==> src/rtl/elevator_scheduler.sv <==
// -----------------------------------------------------------------------------
// elevator_scheduler
//   N-floor SCAN scheduler for the elevator car. Requests are captured into a
//   pending bitmap. The car moves one floor every TRAVEL_TICKS time-base
//   strobes and keeps its direction while requests remain ahead. It opens the
//   door for DOOR_TICKS strobes at every floor it services.
//
// Ports
//   clk_i          system clock
//   rst_i          synchronous active-high reset
//   tick_i         one-cycle time-base strobe; timers advance only on it
//   req_valid_i    request strobe, one request per asserted cycle
//   req_floor_i    requested floor
//   req_err_o      one-cycle pulse after an out-of-range request
//   cur_floor_o    current car floor
//   dest_floor_o   nearest pending floor ahead; equals cur_floor_o when none
//   dir_up_o       travel direction (1 = up), held while idle
//   moving_o       car is travelling between floors
//   door_open_o    door is open
//   arrived_o      one-cycle pulse on entry to the door-open state
//   pending_o      outstanding request bitmap
// -----------------------------------------------------------------------------
module elevator_scheduler #(
   parameter int NUM_FLOORS   = 8,
   parameter int FLOOR_W      = 4,
   parameter int TRAVEL_TICKS = 3,
   parameter int DOOR_TICKS   = 2,
   parameter int INIT_FLOOR   = 0
) (
   input  logic                  clk_i,
   input  logic                  rst_i,
   input  logic                  tick_i,
   input  logic                  req_valid_i,
   input  logic [FLOOR_W-1:0]    req_floor_i,
   output logic                  req_err_o,
   output logic [FLOOR_W-1:0]    cur_floor_o,
   output logic [FLOOR_W-1:0]    dest_floor_o,
   output logic                  dir_up_o,
   output logic                  moving_o,
   output logic                  door_open_o,
   output logic                  arrived_o,
   output logic [NUM_FLOORS-1:0] pending_o
);

   typedef enum logic [1:0] {S_IDLE, S_MOVE, S_DOOR} state_e;

   state_e                state_q, state_d;
   logic [FLOOR_W-1:0]    cur_floor_q, cur_floor_d;
   logic [NUM_FLOORS-1:0] pending_q, pending_d;
   logic                  dir_up_q, dir_up_d;
   logic [7:0]            timer_q, timer_d;
   logic                  req_err_q, req_err_d;
   logic                  arrived_q, arrived_d;

   logic                  req_in_range;
   logic                  req_at_car;
   logic                  reopen;
   logic [FLOOR_W-1:0]    next_floor;
   logic [NUM_FLOORS-1:0] req_mask, above_mask, below_mask, next_mask;
   logic [FLOOR_W-1:0]    dest_floor;

   // One extra bit so NUM_FLOORS == 2**FLOOR_W is representable.
   assign req_in_range = ({1'b0, req_floor_i} < (FLOOR_W+1)'(NUM_FLOORS));
   assign req_at_car   = (req_floor_i == cur_floor_q);
   // A request for the car's own floor while stopped reopens the door instead
   // of queueing; while moving it is queued like any other floor.
   assign reopen       = req_valid_i && req_in_range && req_at_car && (state_q != S_MOVE);
   assign next_floor   = dir_up_q ? cur_floor_q + FLOOR_W'(1) : cur_floor_q - FLOOR_W'(1);

   // One-hot and region masks keep every bitmap access free of variable
   // indexing with a mismatched index width.
   always_comb begin
      req_mask   = '0;
      above_mask = '0;
      below_mask = '0;
      next_mask  = '0;
      for (int i = 0; i < NUM_FLOORS; i++) begin
         req_mask[i]   = (int'(req_floor_i) == i);
         above_mask[i] = (i > int'(cur_floor_q));
         below_mask[i] = (i < int'(cur_floor_q));
         next_mask[i]  = (int'(next_floor) == i);
      end
   end

   // Nearest pending floor strictly ahead: lowest set bit above when going up,
   // highest set bit below when going down.
   always_comb begin
      dest_floor = cur_floor_q;
      if (dir_up_q) begin
         for (int i = NUM_FLOORS - 1; i >= 0; i--)
            if (pending_q[i] && above_mask[i]) dest_floor = FLOOR_W'(i);
      end else begin
         for (int i = 0; i < NUM_FLOORS; i++)
            if (pending_q[i] && below_mask[i]) dest_floor = FLOOR_W'(i);
      end
   end

   // NOTE: every signal driven here gets a default first, so no path through
   // the case statement can leave one unassigned and infer a latch.
   always_comb begin
      state_d     = state_q;
      cur_floor_d = cur_floor_q;
      pending_d   = pending_q;
      dir_up_d    = dir_up_q;
      timer_d     = timer_q;
      arrived_d   = 1'b0;
      req_err_d   = req_valid_i && !req_in_range;

      // Capture first so that a clear of the same bit further down wins and
      // a request for the floor being serviced is absorbed.
      if (req_valid_i && req_in_range && !reopen)
         pending_d = pending_q | req_mask;

      case (state_q)
         S_IDLE: begin
            if (pending_q != '0) begin
               if (dir_up_q && |(pending_q & above_mask))
                  dir_up_d = 1'b1;
               else if (|(pending_q & below_mask))
                  dir_up_d = 1'b0;
               else
                  dir_up_d = 1'b1;
               state_d = S_MOVE;
               timer_d = '0;
            end
         end
         S_MOVE: begin
            if (tick_i) begin
               if (timer_q == 8'(TRAVEL_TICKS - 1)) begin
                  cur_floor_d = next_floor;
                  timer_d     = '0;
                  if (|(pending_q & next_mask)) begin
                     state_d   = S_DOOR;
                     pending_d = pending_d & ~next_mask;
                     arrived_d = 1'b1;
                  end
               end else begin
                  timer_d = timer_q + 8'd1;
               end
            end
         end
         S_DOOR: begin
            if (tick_i) begin
               if (timer_q == 8'(DOOR_TICKS - 1)) begin
                  state_d = S_IDLE;
                  timer_d = '0;
               end else begin
                  timer_d = timer_q + 8'd1;
               end
            end
         end
         default: state_d = S_IDLE;
      endcase

      if (reopen) begin
         state_d   = S_DOOR;
         timer_d   = '0;
         dir_up_d  = dir_up_q;
         arrived_d = (state_q == S_IDLE);
      end
   end

   // NOTE: sequential state uses non-blocking assignments so every register
   // samples the pre-edge values regardless of statement order.
   always_ff @(posedge clk_i) begin
      if (rst_i) begin
         state_q     <= S_IDLE;
         cur_floor_q <= FLOOR_W'(INIT_FLOOR);
         pending_q   <= '0;
         dir_up_q    <= 1'b1;
         timer_q     <= '0;
         req_err_q   <= 1'b0;
         arrived_q   <= 1'b0;
      end else begin
         state_q     <= state_d;
         cur_floor_q <= cur_floor_d;
         pending_q   <= pending_d;
         dir_up_q    <= dir_up_d;
         timer_q     <= timer_d;
         req_err_q   <= req_err_d;
         arrived_q   <= arrived_d;
      end
   end

   assign req_err_o    = req_err_q;
   assign cur_floor_o  = cur_floor_q;
   assign dest_floor_o = dest_floor;
   assign dir_up_o     = dir_up_q;
   assign moving_o     = (state_q == S_MOVE);
   assign door_open_o  = (state_q == S_DOOR);
   assign arrived_o    = arrived_q;
   assign pending_o    = pending_q;

endmodule

==> config.mk <==
export PLATFORM = sky130hd
export DESIGN_NAME = elevator_scheduler
export DESIGN_NICKNAME = d
export VERILOG_FILES = /design/src/rtl/elevator_scheduler.sv
export SDC_FILE = /design/constraint.sdc
export NUM_CORES = 1
export LEC_CHECK = 0
export CAP_MARGIN = 20
export CORE_ASPECT_RATIO = 1.4
export CORE_UTILIZATION = 61
export CTS_BUF_LIST = sky130_fd_sc_hd__clkbuf_8
export DETAILED_ROUTE_END_ITERATION = 8
export PLACE_DENSITY = 0.88
export SETUP_SLACK_MARGIN = 0.05
export SLEW_MARGIN = 20
export SYNTH_ARGS = -nofsm -noshare
export SYNTH_HDL_FRONTEND = slang
export SYNTH_SLANG_ARGS = --single-unit
==> constraint.sdc <==
create_clock -name clk_i -period 7.11 [get_ports clk_i]
set_clock_uncertainty 0.2 [all_clocks]
set_input_delay 1.7775 -clock clk_i [delete_from_list [all_inputs] [get_ports clk_i]]
set_output_delay 1.7775 -clock clk_i [all_outputs]
set_load 0.01 [all_outputs]
Word-level counts from Yosys, hierarchy flattened
Index checks and enable logic that the tools add are counted.
- register bits: 25
- input port bits: 8
- output and inout port bits: 21
- logic and storage cells: 146
- $add $sub $neg: 3
- $lt $le $gt $ge: 16
- eq/ne operators: 32
- mux-type cells: 43
- bitwise gates (word level): 7
- reductions and logical operators: 37
- operator list (kind ; number):
    2-to-1 mux 8 bit ; 10
    2-to-1 mux 4 bit ; 17
    AND 8 bit ; 4
    == test 4 bit (second input constant) ; 8
    case mux 8 bit (3 select lines) ; 1
    OR reduction 8 bit ; 3
    logical AND 1 bit ; 21
    == test 4 x 3 -> 1 bit (second input constant) ; 4
    greater-than comparator 3 x 4 -> 1 bit (first input constant) ; 4
    < comparator 3 x 4 -> 1 bit (first input constant) ; 4
    2-to-1 mux 2 bit ; 7
    AND reduction 6 bit ; 2
    inequality test 3 x 1 -> 1 bit (second input constant) ; 3
    adder 8 x 1 -> 8 bit (second input constant) ; 1
    == test 4 x 2 -> 1 bit (second input constant) ; 2
    == test 8 x 1 -> 1 bit (second input constant) ; 1
    == test 8 x 2 -> 1 bit (second input constant) ; 1
    greater-than comparator 2 x 4 -> 1 bit (first input constant) ; 2
    logical NOT 4 bit ; 2
    < comparator 1 x 4 -> 1 bit (first input constant) ; 2
    < comparator 2 x 4 -> 1 bit (first input constant) ; 2
    inequality test 2 x 1 -> 1 bit (second input constant) ; 4
    NOT 8 bit ; 1
    bitwise OR 8 bit ; 1
    20 further kinds ; 31

Logic depth before layout (Yosys ltp)
- depth in word-level cells: 12
- gate-level depth with buffers: 10
- depth with buffers taken out: 8

Worst setup path before layout
OpenSTA, ideal clock, no wires.
- kind: reg2out
- start: register cur_floor_q[0] (netlist: cur_floor_o[0])
- end: output dest_floor_o[0]
- data arrival time: 2.135 ns
- required time: 5.132 ns
- path slack: 2.998 ns
- stages on the path, launching flop included: 11
- buffers on the path: 2
- cell sequence: dfxtp_1 buf_6 clkbuf_1 inv_1 ha_1 nand2b_1 a21o_1 a21oi_1 o22ai_1 a221oi_1 a21oi_1
- longest elaborated chain between the ends: 11
- elaborated cells on any way between the ends: 46
- classes of those cells: order compare (15); mux (16); reduce/logical (15)
- ends and longest elaborated chain (element ; RTL line ; source):
    start: declaration ; 48 ; logic [FLOOR_W-1:0] cur_floor_q, cur_floor_d;
    start signal: assignment ; 168 ; cur_floor_q <= FLOOR_W'(INIT_FLOOR);
    start signal: assignment ; 176 ; cur_floor_q <= cur_floor_d;
    < comparator 1 x 4 -> 1 bit ; 80 ; below_mask[i] = (i < int'(cur_floor_q));
    logical AND 1 bit ; 94 ; if (pending_q[i] && below_mask[i]) dest_floor = FLOOR_W'(i);
    2-to-1 mux 4 bit (8 in series) ; 94 ;
    2-to-1 mux 4 bit (*) ; 89 ; if (dir_up_q) begin
    end: declaration ; 37 ; output logic [FLOOR_W-1:0] dest_floor_o,
Every way passes the cells marked *; elsewhere a longest branch is shown, timed or not.

Worst setup path in the final report
Same ends and word-level chain as after synthesis.

==> flow_metrics.tcl <==
set metrics [dict create \
    outcome "finished clean" \
    seq_area_sq_um 500 \
    ys_seq_area_share_pct 24.8 \
    insertedDiodeCount 0 \
    fillerInstances 236 \
    maxSlewViolCount 0 \
    place_congestion 1.01 \
    synthFlopType "dfxtp_1" \
    synth_edf_count 0 \
    fin_crit_ps 5110 \
    grt_use_total_pct 31.3 \
    synth.most_common_cell "nor2_1" \
    worstMarginPinSlew_ps 934 \
    core_area_sq_um 3120 \
    grt_pass1_vias 1982 \
    post-route-util_pct 74.8 \
    worstPathArrival_ps 3130 \
    slew_headroom_pct 36.9 \
    crit_path_top_delay_cell "dfxtp_1" \
    fin_setup_tns_ps 0 \
    synth_top_area_share_pct 24.8 \
    powerDensity_nw_per_um2 182 \
    final_hold_viol_count 0 \
    port_buffers 28 \
    post_cts_buffers 0 \
    firstDrtPassIters 5 \
    synth_area_leaders "dfxtp_1 25%, ha_1 7.4%, o21ai_0 5.7%" \
    cts_tree "done" \
    leakage_nw 0.835 \
    cp_cell_sequence "inv_1, ha_1, nor2_1, o21ai_0, a21boi_0, o22ai_1, a221oi_1, a21oi_1, clkdlybuf4s50_1" \
    postSynthAreaPerCell_sq_um 7.67 \
    synth_cells 263 \
    die_w_microns 50.6 \
    cts.sinks 25 \
    synth_cell_types 55 \
    cp-end-kind "primary output" \
    drive_above_1_share_pct 7.42 \
    drt_drc_violations_left 0 \
    async_reset_ff_share_pct 0 \
    drtIter0Drc 119 \
    syn-num-nets 283 \
    multi_input_comb_area_sq_um 1410 \
    total_switching_power_mw 0.162 \
    synthTopCellsByCount "29 x nor2_1, 25 x dfxtp_1, 23 x o21ai_0, 22 x a21oi_1, 19 x nand2_1" \
    cts_resized 0 \
    comb_power_share_pct 41.5 \
    clkPwrFrac_pct 21.4 \
    seq_power_share_pct 37.1 \
    start_util_pct 64.6 \
    ys.warnings.count 0 \
    critPathKind "flip-flop to primary output" \
    hpwl_mm 3.88 \
    cts_max_path_buffers 2 \
    ant_nets 0 \
    hold_ws_ps 300 \
    setup_viol 0 \
    pin_count 29 \
    ir_drop_uv 187 \
    via_per_inst 6.49 \
    std_cell_rows 24 \
    num_vias 2090 \
    area_growth_pct 15.8 \
    grt_setup_unrepaired "no" \
    h-tree-depth 1 \
    antenna_found_initial 0 \
    syn-cell-area_sq_um 2020 \
    die_y_microns 70.1 \
    fmax_ghz 0.196 \
    final_nets 304 \
    cts_inserted_buffers 3 \
    max_stage_delay_ps 870 \
    p_int_mw 0.264 \
    path_clk_slew_ps 100 \
    hp-class "flip-flop to flip-flop" \
    fin_crit_sh_pct 71.8 \
    start_kind "flip-flop" \
    die-area_sq_um 3550 \
    grt_first_pass_wirelength_mm 8.71 \
    wl_mm 5.30 \
    critPathRequiredTime_ps 5130 \
    p_sw_share_pct 38.0 \
    path_max_fanout 20 \
    grt_start_max_net_pins 21 \
    synth_area_leader_cell "dfxtp_1" \
    hold_buffers 0 \
    cts-root-buf "clkbuf_8" \
    grt_overflow 0 \
    cap_violations 0 \
    synth_seq_cells 25 \
    routedWlPerCell_microns 16.5 \
    clock_latency_ps 280 \
]
critical path, delay by kind of cell (launching register included):
kind | cells | cell delay, ps
AO/OA/AOI/OAI | 5 | 760
adder cells (fa/ha/maj) | 1 | 320
buffers and inverters | 2 | 800
flip-flops | 1 | 870
AND/OR/NAND/NOR | 1 | 100
registers in the layout (all words and copies together), names as in the netlist:
name	cells
pending_o	8
timer_q	8
cur_floor_o	4
state_q	2
arrived_o	1
dir_up_o	1
req_err_o	1
routing by layer:
metal / part of all wire [%] / vias up / track usage [%]
met5: 0 / - / 0
met4: 4.6 / 0 / 18.8
met3: 7.0 / 28 / 4.58
met2: 49 / 123 / 54.2
met1: 39 / 942 / 34.9
li1: - / 997 / -
metrics by stage:
stage	area (sq um)	total power [mW]	cells	worst slack [ps]
2_1_floorplan	2020	0.284	263	3000
3_3_place_gp	2290	0.333	318	2460
3_5_place_dp	2290	0.334	318	2370
4_1_cts	2340	0.424	322	2050
5_1_grt	2340	0.455	322	1810
6_report	2340	0.425	322	2000
power groups by stage:
| stage | sequential (mW) | combinational [mW] | clock [mW] |
|---|---|---|---|
| final | 0.158 | 0.176 | 0.0911 |
| after global routing | 0.159 | 0.196 | 0.0996 |
| after CTS | 0.157 | 0.175 | 0.0915 |
| after detailed placement | 0.161 | 0.173 | 0 |
| after global placement | 0.161 | 0.172 | 0 |
| after floorplan | 0.157 | 0.127 | 0 |
layout by cell type (no fill, tap or decap), drive strengths merged, types with 2 or more instances in the layout:
master         Yosys  routed
xnor2              8       8
o21ai             23      23
clkdlybuf4s50      0      28
a22o               2       2
a41oi              4       4
or2                2       2
mux2               2       2
and3               5       5
a22oi              2       2
ha                12      12
o22ai              2       2
nor2              29      29
a21o               3       3
nand2b             2       2
nor2b              5       5
a311oi             2       2
nor3              14      14
nand3b             4       4
a31oi              7       7
nor4               2       2
o211ai             2       2
a21boi             2       2
a21oi             22      22
nand2             19      19
o21a               3       3
mux2i              8       8
clkbuf             8       3
or3                3       3
or4                2       2
nand3              8       8
inv               13      13
dfxtp             25      25
kinds of logic (layout without fill, tap and decap cells):
| logic type | count (synthesis) | in the layout | synth area share (%) |
|---|---|---|---|
| AOI/OAI and AO/OA | 79 | 79 | 24.2 |
| xor gates and xnor gates | 9 | 9 | 4.65 |
| adders and majority gates | 12 | 12 | 7.44 |
| buffers and inverters | 26 | 46 | 5.52 |
| DFF | 25 | 25 | 24.8 |
| muxes | 10 | 10 | 5.08 |
| and+or+nand+nor | 102 | 102 | 28.3 |
worst paths after layout:
check,startpoint,endpoint,slack [ps],cells after the start
setup reg to reg,cur_floor_o[0],state_q[0],3720,8
hold reg to reg,timer_q[7],timer_q[7],300,1
setup / recovery,cur_floor_o[0],dest_floor_o[0],2000,9
hold / removal,timer_q[7],timer_q[7],300,1
cell type report:
class	count	share of cell area, %
flip-flops and latches	25	21.4
clock buffers	3	1.77
inverters	14	2.25
repair buffers	28	12.0
well taps	39	2.09
clock inverters	1	0.321
multi-input cells	212	60.2
Power figures use the tool's default switching activity.
